### src/rtl/spi_pkg.sv
// Shared definitions for the SPI slave / RAM controller pair:
// command opcodes, default sizes and the rx word layout.
package spi_pkg;

    localparam int unsigned DEF_MEM_DEPTH = 256;
    localparam int unsigned DEF_ADDR_SIZE = 8;
    localparam int unsigned DEF_TX_HOLD   = 10;
    localparam int unsigned DATA_W        = 8;
    localparam int unsigned RX_W          = 10;

    typedef enum logic [1:0] {
        CMD_WR_ADDR = 2'b00,
        CMD_WR_DATA = 2'b01,
        CMD_RD_ADDR = 2'b10,
        CMD_RD_DATA = 2'b11
    } cmd_e;

    typedef struct packed {
        cmd_e              op;
        logic [DATA_W-1:0] payload;
    } rx_word_t;

endpackage

### src/rtl/spi_ram_ctrl_if.sv
// Parallel word link between the SPI slave (master side) and the RAM controller (slave side).
interface spi_ram_ctrl_if;

    logic [spi_pkg::RX_W-1:0]   rx_data;
    logic                       rx_valid;
    logic [spi_pkg::DATA_W-1:0] tx_data;
    logic                       tx_valid;
    logic                       err;

    modport master (
        output rx_data, rx_valid,
        input  tx_data, tx_valid, err
    );

    modport slave (
        input  rx_data, rx_valid,
        output tx_data, tx_valid, err
    );

endinterface

### src/rtl/spi_ram_array.sv
// Byte-wide storage: synchronous write, combinational read, contents not reset.
module spi_ram_array
    import spi_pkg::*;
#(
    parameter int unsigned MEM_DEPTH = DEF_MEM_DEPTH,
    parameter int unsigned ADDR_SIZE = DEF_ADDR_SIZE
) (
    input  logic                 clk,
    input  logic                 we_i,
    input  logic [ADDR_SIZE-1:0] waddr_i,
    input  logic [DATA_W-1:0]    wdata_i,
    input  logic [ADDR_SIZE-1:0] raddr_i,
    output logic [DATA_W-1:0]    rdata_c_o
);

    localparam int unsigned IDX_W = (MEM_DEPTH > 1) ? $clog2(MEM_DEPTH) : 1;

    logic [DATA_W-1:0] mem_q [MEM_DEPTH];

    always_ff @(posedge clk) begin
        if (we_i) begin
            mem_q[IDX_W'(waddr_i)] <= wdata_i;
        end
    end

    assign rdata_c_o = mem_q[IDX_W'(raddr_i)];

endmodule

### src/rtl/spi_ram_ctrl.sv
// Command decoder in front of the RAM array: edge-triggered command acceptance,
// auto-incrementing pointers, read-return hold window and error pulse.
module spi_ram_ctrl
    import spi_pkg::*;
#(
    parameter int unsigned MEM_DEPTH = DEF_MEM_DEPTH,
    parameter int unsigned ADDR_SIZE = DEF_ADDR_SIZE,
    parameter int unsigned TX_HOLD   = DEF_TX_HOLD
) (
    input  logic           clk,
    input  logic           rst,
    spi_ram_ctrl_if.slave  bus
);

    localparam int unsigned HOLD_W = (TX_HOLD > 1) ? $clog2(TX_HOLD) : 1;

    rx_word_t              cmd;
    logic [ADDR_SIZE-1:0]  cmd_addr;
    logic                  addr_ok;
    logic                  accept;
    logic                  mem_we;
    logic [DATA_W-1:0]     mem_rdata;

    logic                  rx_valid_q;
    logic [ADDR_SIZE-1:0]  wr_ptr_q,   wr_ptr_d;
    logic [ADDR_SIZE-1:0]  rd_ptr_q,   rd_ptr_d;
    logic                  wr_armed_q, wr_armed_d;
    logic                  rd_armed_q, rd_armed_d;
    logic [HOLD_W-1:0]     hold_cnt_q, hold_cnt_d;
    logic [DATA_W-1:0]     tx_data_q,  tx_data_d;
    logic                  tx_valid_q, tx_valid_d;
    logic                  err_q,      err_d;

    function automatic logic [ADDR_SIZE-1:0] ptr_inc(input logic [ADDR_SIZE-1:0] p);
        return (32'(p) == MEM_DEPTH - 1) ? '0 : p + ADDR_SIZE'(1);
    endfunction

    assign cmd      = rx_word_t'(bus.rx_data);
    assign cmd_addr = cmd.payload[ADDR_SIZE-1:0];
    assign addr_ok  = 32'(cmd_addr) < MEM_DEPTH;
    assign accept   = bus.rx_valid && !rx_valid_q;

    spi_ram_array #(
        .MEM_DEPTH (MEM_DEPTH),
        .ADDR_SIZE (ADDR_SIZE)
    ) u_array (
        .clk       (clk),
        .we_i      (mem_we),
        .waddr_i   (wr_ptr_q),
        .wdata_i   (cmd.payload),
        .raddr_i   (rd_ptr_q),
        .rdata_c_o (mem_rdata)
    );

    // Any accepted command closes the hold window; only a successful read reopens it.
    always_comb begin
        wr_ptr_d   = wr_ptr_q;
        rd_ptr_d   = rd_ptr_q;
        wr_armed_d = wr_armed_q;
        rd_armed_d = rd_armed_q;
        hold_cnt_d = hold_cnt_q;
        tx_data_d  = tx_data_q;
        tx_valid_d = tx_valid_q;
        err_d      = 1'b0;
        mem_we     = 1'b0;

        if (tx_valid_q) begin
            if (hold_cnt_q == '0) begin
                tx_valid_d = 1'b0;
            end else begin
                hold_cnt_d = hold_cnt_q - HOLD_W'(1);
            end
        end

        if (accept) begin
            tx_valid_d = 1'b0;
            unique case (cmd.op)
                CMD_WR_ADDR: begin
                    if (addr_ok) begin
                        wr_ptr_d   = cmd_addr;
                        wr_armed_d = 1'b1;
                    end else begin
                        err_d = 1'b1;
                    end
                end
                CMD_WR_DATA: begin
                    if (wr_armed_q) begin
                        mem_we   = 1'b1;
                        wr_ptr_d = ptr_inc(wr_ptr_q);
                    end else begin
                        err_d = 1'b1;
                    end
                end
                CMD_RD_ADDR: begin
                    if (addr_ok) begin
                        rd_ptr_d   = cmd_addr;
                        rd_armed_d = 1'b1;
                    end else begin
                        err_d = 1'b1;
                    end
                end
                CMD_RD_DATA: begin
                    if (rd_armed_q) begin
                        tx_data_d  = mem_rdata;
                        tx_valid_d = 1'b1;
                        hold_cnt_d = HOLD_W'(TX_HOLD - 1);
                        rd_ptr_d   = ptr_inc(rd_ptr_q);
                    end else begin
                        err_d = 1'b1;
                    end
                end
                default: ;
            endcase
        end
    end

    always_ff @(posedge clk or posedge rst) begin
        if (rst) begin
            rx_valid_q <= 1'b0;
            wr_ptr_q   <= '0;
            rd_ptr_q   <= '0;
            wr_armed_q <= 1'b0;
            rd_armed_q <= 1'b0;
            hold_cnt_q <= '0;
            tx_data_q  <= '0;
            tx_valid_q <= 1'b0;
            err_q      <= 1'b0;
        end else begin
            rx_valid_q <= bus.rx_valid;
            wr_ptr_q   <= wr_ptr_d;
            rd_ptr_q   <= rd_ptr_d;
            wr_armed_q <= wr_armed_d;
            rd_armed_q <= rd_armed_d;
            hold_cnt_q <= hold_cnt_d;
            tx_data_q  <= tx_data_d;
            tx_valid_q <= tx_valid_d;
            err_q      <= err_d;
        end
    end

    assign bus.tx_data  = tx_data_q;
    assign bus.tx_valid = tx_valid_q;
    assign bus.err      = err_q;

endmodule

### src/flat_wrapper.sv
// flat-port wrapper written by rule: the top's interface ports become plain ports
module spi_ram_ctrl_flat import spi_pkg::*;
#(
    parameter int unsigned MEM_DEPTH = DEF_MEM_DEPTH,
    parameter int unsigned ADDR_SIZE = DEF_ADDR_SIZE,
    parameter int unsigned TX_HOLD   = DEF_TX_HOLD
)
  (clk, rst, bus_rx_data, bus_rx_valid, bus_tx_data, bus_tx_valid, bus_err);
  spi_ram_ctrl_if bus_i ();
  input  logic clk;
  input  logic rst;
  input wire logic [$bits(bus_i.rx_data)-1:0] bus_rx_data;
  input wire logic [$bits(bus_i.rx_valid)-1:0] bus_rx_valid;
  output wire logic [$bits(bus_i.tx_data)-1:0] bus_tx_data;
  output wire logic [$bits(bus_i.tx_valid)-1:0] bus_tx_valid;
  output wire logic [$bits(bus_i.err)-1:0] bus_err;
  assign bus_i.rx_data = bus_rx_data;
  assign bus_i.rx_valid = bus_rx_valid;
  assign bus_tx_data = bus_i.tx_data;
  assign bus_tx_valid = bus_i.tx_valid;
  assign bus_err = bus_i.err;
  spi_ram_ctrl #(.MEM_DEPTH(MEM_DEPTH), .ADDR_SIZE(ADDR_SIZE), .TX_HOLD(TX_HOLD)) u_core (.clk(clk), .rst(rst), .bus(bus_i));
endmodule
### config.mk
export PLATFORM = sky130hd
export DESIGN_NAME = spi_ram_ctrl_flat
export DESIGN_NICKNAME = d
export VERILOG_FILES = /design/src/rtl/spi_pkg.sv /design/src/rtl/spi_ram_ctrl_if.sv /design/src/rtl/spi_ram_array.sv /design/src/rtl/spi_ram_ctrl.sv /design/src/flat_wrapper.sv
export SDC_FILE = /design/constraint.sdc
export NUM_CORES = 2
export LEC_CHECK = 0
export ABC_CLOCK_PERIOD_IN_PS = 2680
export CAP_MARGIN = 20
export CORE_MARGIN = 2
export CORE_UTILIZATION = 40
export CTS_BUF_LIST = sky130_fd_sc_hd__clkbuf_2 sky130_fd_sc_hd__clkbuf_4 sky130_fd_sc_hd__clkbuf_8
export DETAILED_ROUTE_END_ITERATION = 10
export PLACE_DENSITY = 0.5
export REMOVE_ABC_BUFFERS = 1
export SETUP_SLACK_MARGIN = 0.1
export SYNTH_ARGS = -nofsm -noshare
export SYNTH_HDL_FRONTEND = slang
export SYNTH_SLANG_ARGS = --single-unit
export TNS_END_PERCENT = 100
### constraint.sdc
create_clock -name clk -period 2.68 [get_ports clk]
set_input_delay 0.536 -clock clk [delete_from_list [all_inputs] [get_ports clk]]
set_output_delay 0.536 -clock clk [all_outputs]
set_load 0.1 [all_outputs]
==> results.md <==
* Die X at 457 um
* CTS sink cnt at 2081
* Async SR Flop Fraction at between 1.5 and 2%
* Outcome: finished, violations left
* Pins Over Slew Limit at 0
* Final #Nets at 5202
* Most used cell, CP: buf_4
* Post-synth top area share at between 70% and 80%
* Syn-to-layout area delta at 22.1%
* Worst EP required at roughly 3.6 ns
* Clock power frac at 34.7%
* CTS Buf Count at 367
* Dominant cell type by area after synthesis: edfxtp_1
* Synthesized area at 81900 um^2
* Adder-cell area share of the yosys netlist at 0.0916%
* Critical Path AT at 3.92 ns
* Vias per Instance at 5.43
* MaxCap Viol Count at 0
* First-pass DRT Iterations at 5
* Post-route setup slack at -0.296 ns
* All-Layer GR Usage at 21.9%
* Fmax at 336 MHz
* Tightest Pin Transition at 0.930 ns
* Post-Synth Simple-Gate Area at about 2.9%
* Detail Route Antenna Nets at 0
* Final Hold Violating Endpoints at 0
* Register area share after synthesis at roughly three quarters
* First-pass GRT wire length at 329000 um
* Crit path from: u_core.rd_ptr_q[2]
* CP delay by family, top: compound AO/OA/AOI/OAI gates
* H-tree depth at 5
* Xor/xnor cell area share of the yosys netlist at less than 1%
* Mux contribution to synthesized area at roughly 15%
* Largest family of logic cells by synthesized area: multiplexers
* Pin count of the biggest net entering global routing at slightly above 70
* Worst Path Buf+Inv at 5
* Flop pwr share at around 45%
* Crit-path cells: buf_4, buf_12, nor2_4, buf_4, buf_6, a211oi_1, buf_4, a211o_4, o41a_1, o21ai_1
* Clock Skew at about 0.084 ns
* WL final at between 200000 and 250000 um
* Placer Congestion at 0.837
* Synth warn at 0
* Worst setup SP type: flip-flop
* Top-count cell post-synth: edfxtp_1
* Worst-Skew Late Latency at approximately 1.1 ns
* CTS tree: yes
* Site Rows at 166
* Crit Path Category: reg2reg
* Iter 0 DRT Violations at 4075
* Worst setup EP type: flip-flop
* Top Ports at 23
* Psw at 22400 uW
* Number of enable flip-flop cells after synthesis at 2048
* Root Buffer: clkbuf_8
* Fin crit period at 2.98 ns
* R2R Path Start: u_core.rd_ptr_q[2]
* Initial antenna violation count at 8
* Switching Share at 27.6%
* Crit-path max FO at 11
* Logic pwr share at 20.7%
* Routed len/inst at roughly 28 um
* Initial core utilization at around two fifths
* Layout cells sized above 1 at 36.7%
* Syn Area/Cell at 19.8 um^2
* Cells after Synth at 4138
* Main synth FF type: edfxtp_1
* Area contributors post-synth: edfxtp_1, mux4_2, mux2i_1
* Tcrit/Tclk final at 111%
* Via total after detailed routing at 44.3k
* Core Util, Final at 49.0%
* Worst slack, placed at -0.706 ns
* Vias in the first global route at between 40k and 50k
* P_leak at 0.0343 uW
* Port Buf Inserts at 22
* Top post-synthesis cells by count: edfxtp_1, mux2i_1, mux4_2
* Slew margin rel. at a little under two fifths
* Reg2Reg Depth at 10
* Die ar. at 208000 um^2
* DRC viols at 0
* Internal power at ~59000 uW
* Worst vdd ir at 0.605 mV
* Post-DP HPWL at between 100000 and 150000 um
* Min-Delay Path Class: in2async
* Failing checks: setup timing
* Critical Path Sink: u_core.bus.tx_data[0]
* Reg2Reg Setup Slack at -0.30 ns
* Pwr Density at 812 nW/um^2
* Die height at ~460 um
* RR Endpoint: u_core.bus.tx_data[0]
* Critical path depth at 10
* Synth cell types at 68
* Core outline area at 204000 um^2
* Setup violations, final at 8
* Max clock buf depth at 4
* RSZ-0062 raised after global routing: true
* Crit path max-delay cell type: o41a_1
* Gr ovfl total at 0
* Slowest stage delay, CP at 0.58 ns
* #FFs+latches synth at ~2.1k
* Complex-gate fraction of the synthesized area at 4.19%
* Clock slew at reported path FFs at 0.06 ns
[per-layer routing]
layer	vias up	track usage (%)	wire length, um
met1	23200	31.0	101000
li1	19300	-	-
met3	409	3.49	12800
met5	-	0	0
met2	1377	34.7	110000
met4	0	7.10	7180
[cells by family (layout without fill, tap and decap cells)]
logic type | Yosys count | after routing
flops | 2081 | 2081
mux | 748 | 748
simple gates | 536 | 536
compound gates | 499 | 499
buf+inv | 267 | 1584
fa+ha+maj | 6 | 6
xor+xnor | 1 | 1
other cells | 0 | 5
[stage by stage]
step	hold slack [ns]	total power, uW	instances	setup TNS [ns]	area [um^2]
after floorplan	0.461	43700	3883	-311.13	80200
after global placement	0.497	52300	7420	-371.14	91200
after detailed placement	0.508	52300	7420	-430.20	91200
after CTS	0.00371	81400	8107	-1.75	99200
after global routing	0.0369	84200	8148	-2.16	100000
final	0.0531	81300	8148	-1.93	100000
[placed cells by master (no fill, tap or decap), drive strengths merged, types with 9 or more instances in the layout]
cell / instances
o21ai: 82
a211oi: 35
a21oi: 62
nor4: 29
edfxtp: 2048
nand3: 20
dfrtp: 33
and2: 14
mux2i: 340
a22o: 9
a211o: 14
clkinv: 123
a2111oi: 14
o221ai: 47
mux4: 342
nor3: 28
a221oi: 42
nand2b: 10
dlygate4sd3: 9
nor2b: 10
o211ai: 24
o22ai: 118
inv: 13
nand2: 109
a31oi: 9
buf: 908
nor2: 291
mux2: 66
a22oi: 13
clkbuf: 509
[power groups by stage]
stage	Sequential (uW)	Clock (uW)	Combinational, uW
floorplan	37800	0	5900
global route	36300	30300	17600
finish	36300	28200	16800
CTS	36300	28900	16200
global placement	37000	0	15300
detailed placement	37000	0	15300
[registers in the layout, summed over array words and instances (netlist names)]
name and count:
u_core.u_array.mem_q 2048, u_core.bus.tx_data 8, u_core.rd_ptr_q 8, u_core.wr_ptr_q 8, u_core.hold_cnt_q 4, u_core.bus.err 1, u_core.bus.tx_valid 1, u_core.rd_armed_q 1
u_core.rx_valid_q 1, u_core.wr_armed_q 1
[worst min path at each step]
stage | from | end | slack [ns]
after detailed placement | u_core.wr_armed_q | u_core.wr_armed_q | 0.51
after CTS | rst | u_core.hold_cnt_q[0] | 0.004
after global placement | u_core.wr_armed_q | u_core.wr_armed_q | 0.50
final | rst | u_core.hold_cnt_q[1] | 0.05
after floorplan | u_core.wr_armed_q | u_core.wr_armed_q | 0.46
after global routing | rst | u_core.bus.err | 0.04
[worst register-to-register path: stages (launching register included)]
cell and delay (ns):
dfrtp_4 0.57, buf_4 0.19, buf_12 0.15, nor2_4 0.14, buf_4 0.23, buf_6 0.23
a211oi_1 0.11, buf_4 0.15, a211o_4 0.37, o41a_1 0.58, o21ai_1 0.16
[what timing repair did]
| item | 4_1_cts | 5_1_grt |
|---|---|---|
| cloned | 4 | 5 |
| setup buffers | 33 | 32 |
| pin swaps | 28 | 34 |
| hold buffers | 9 | 0 |
| endpoints found under the setup margin | 17 | 12 |
| endpoints found under the hold margin | 323 | 0 |
| resized for setup | 131 | 97 |
[cell type report]
cell class / count / area (um^2)
diodes: 5 / 12.5
inverters: 12 / 51.3
well taps: 2688 / 3360
repair buffers: 931 / 8790
fillers: 17100 / 104000
clock inverters: 139 / 810
flip-flops and latches: 2081 / 62300
multi-input cells: 1790 / 18500
clock buffers: 502 / 6140
Note: power is estimated with default switching activity, not from simulation.
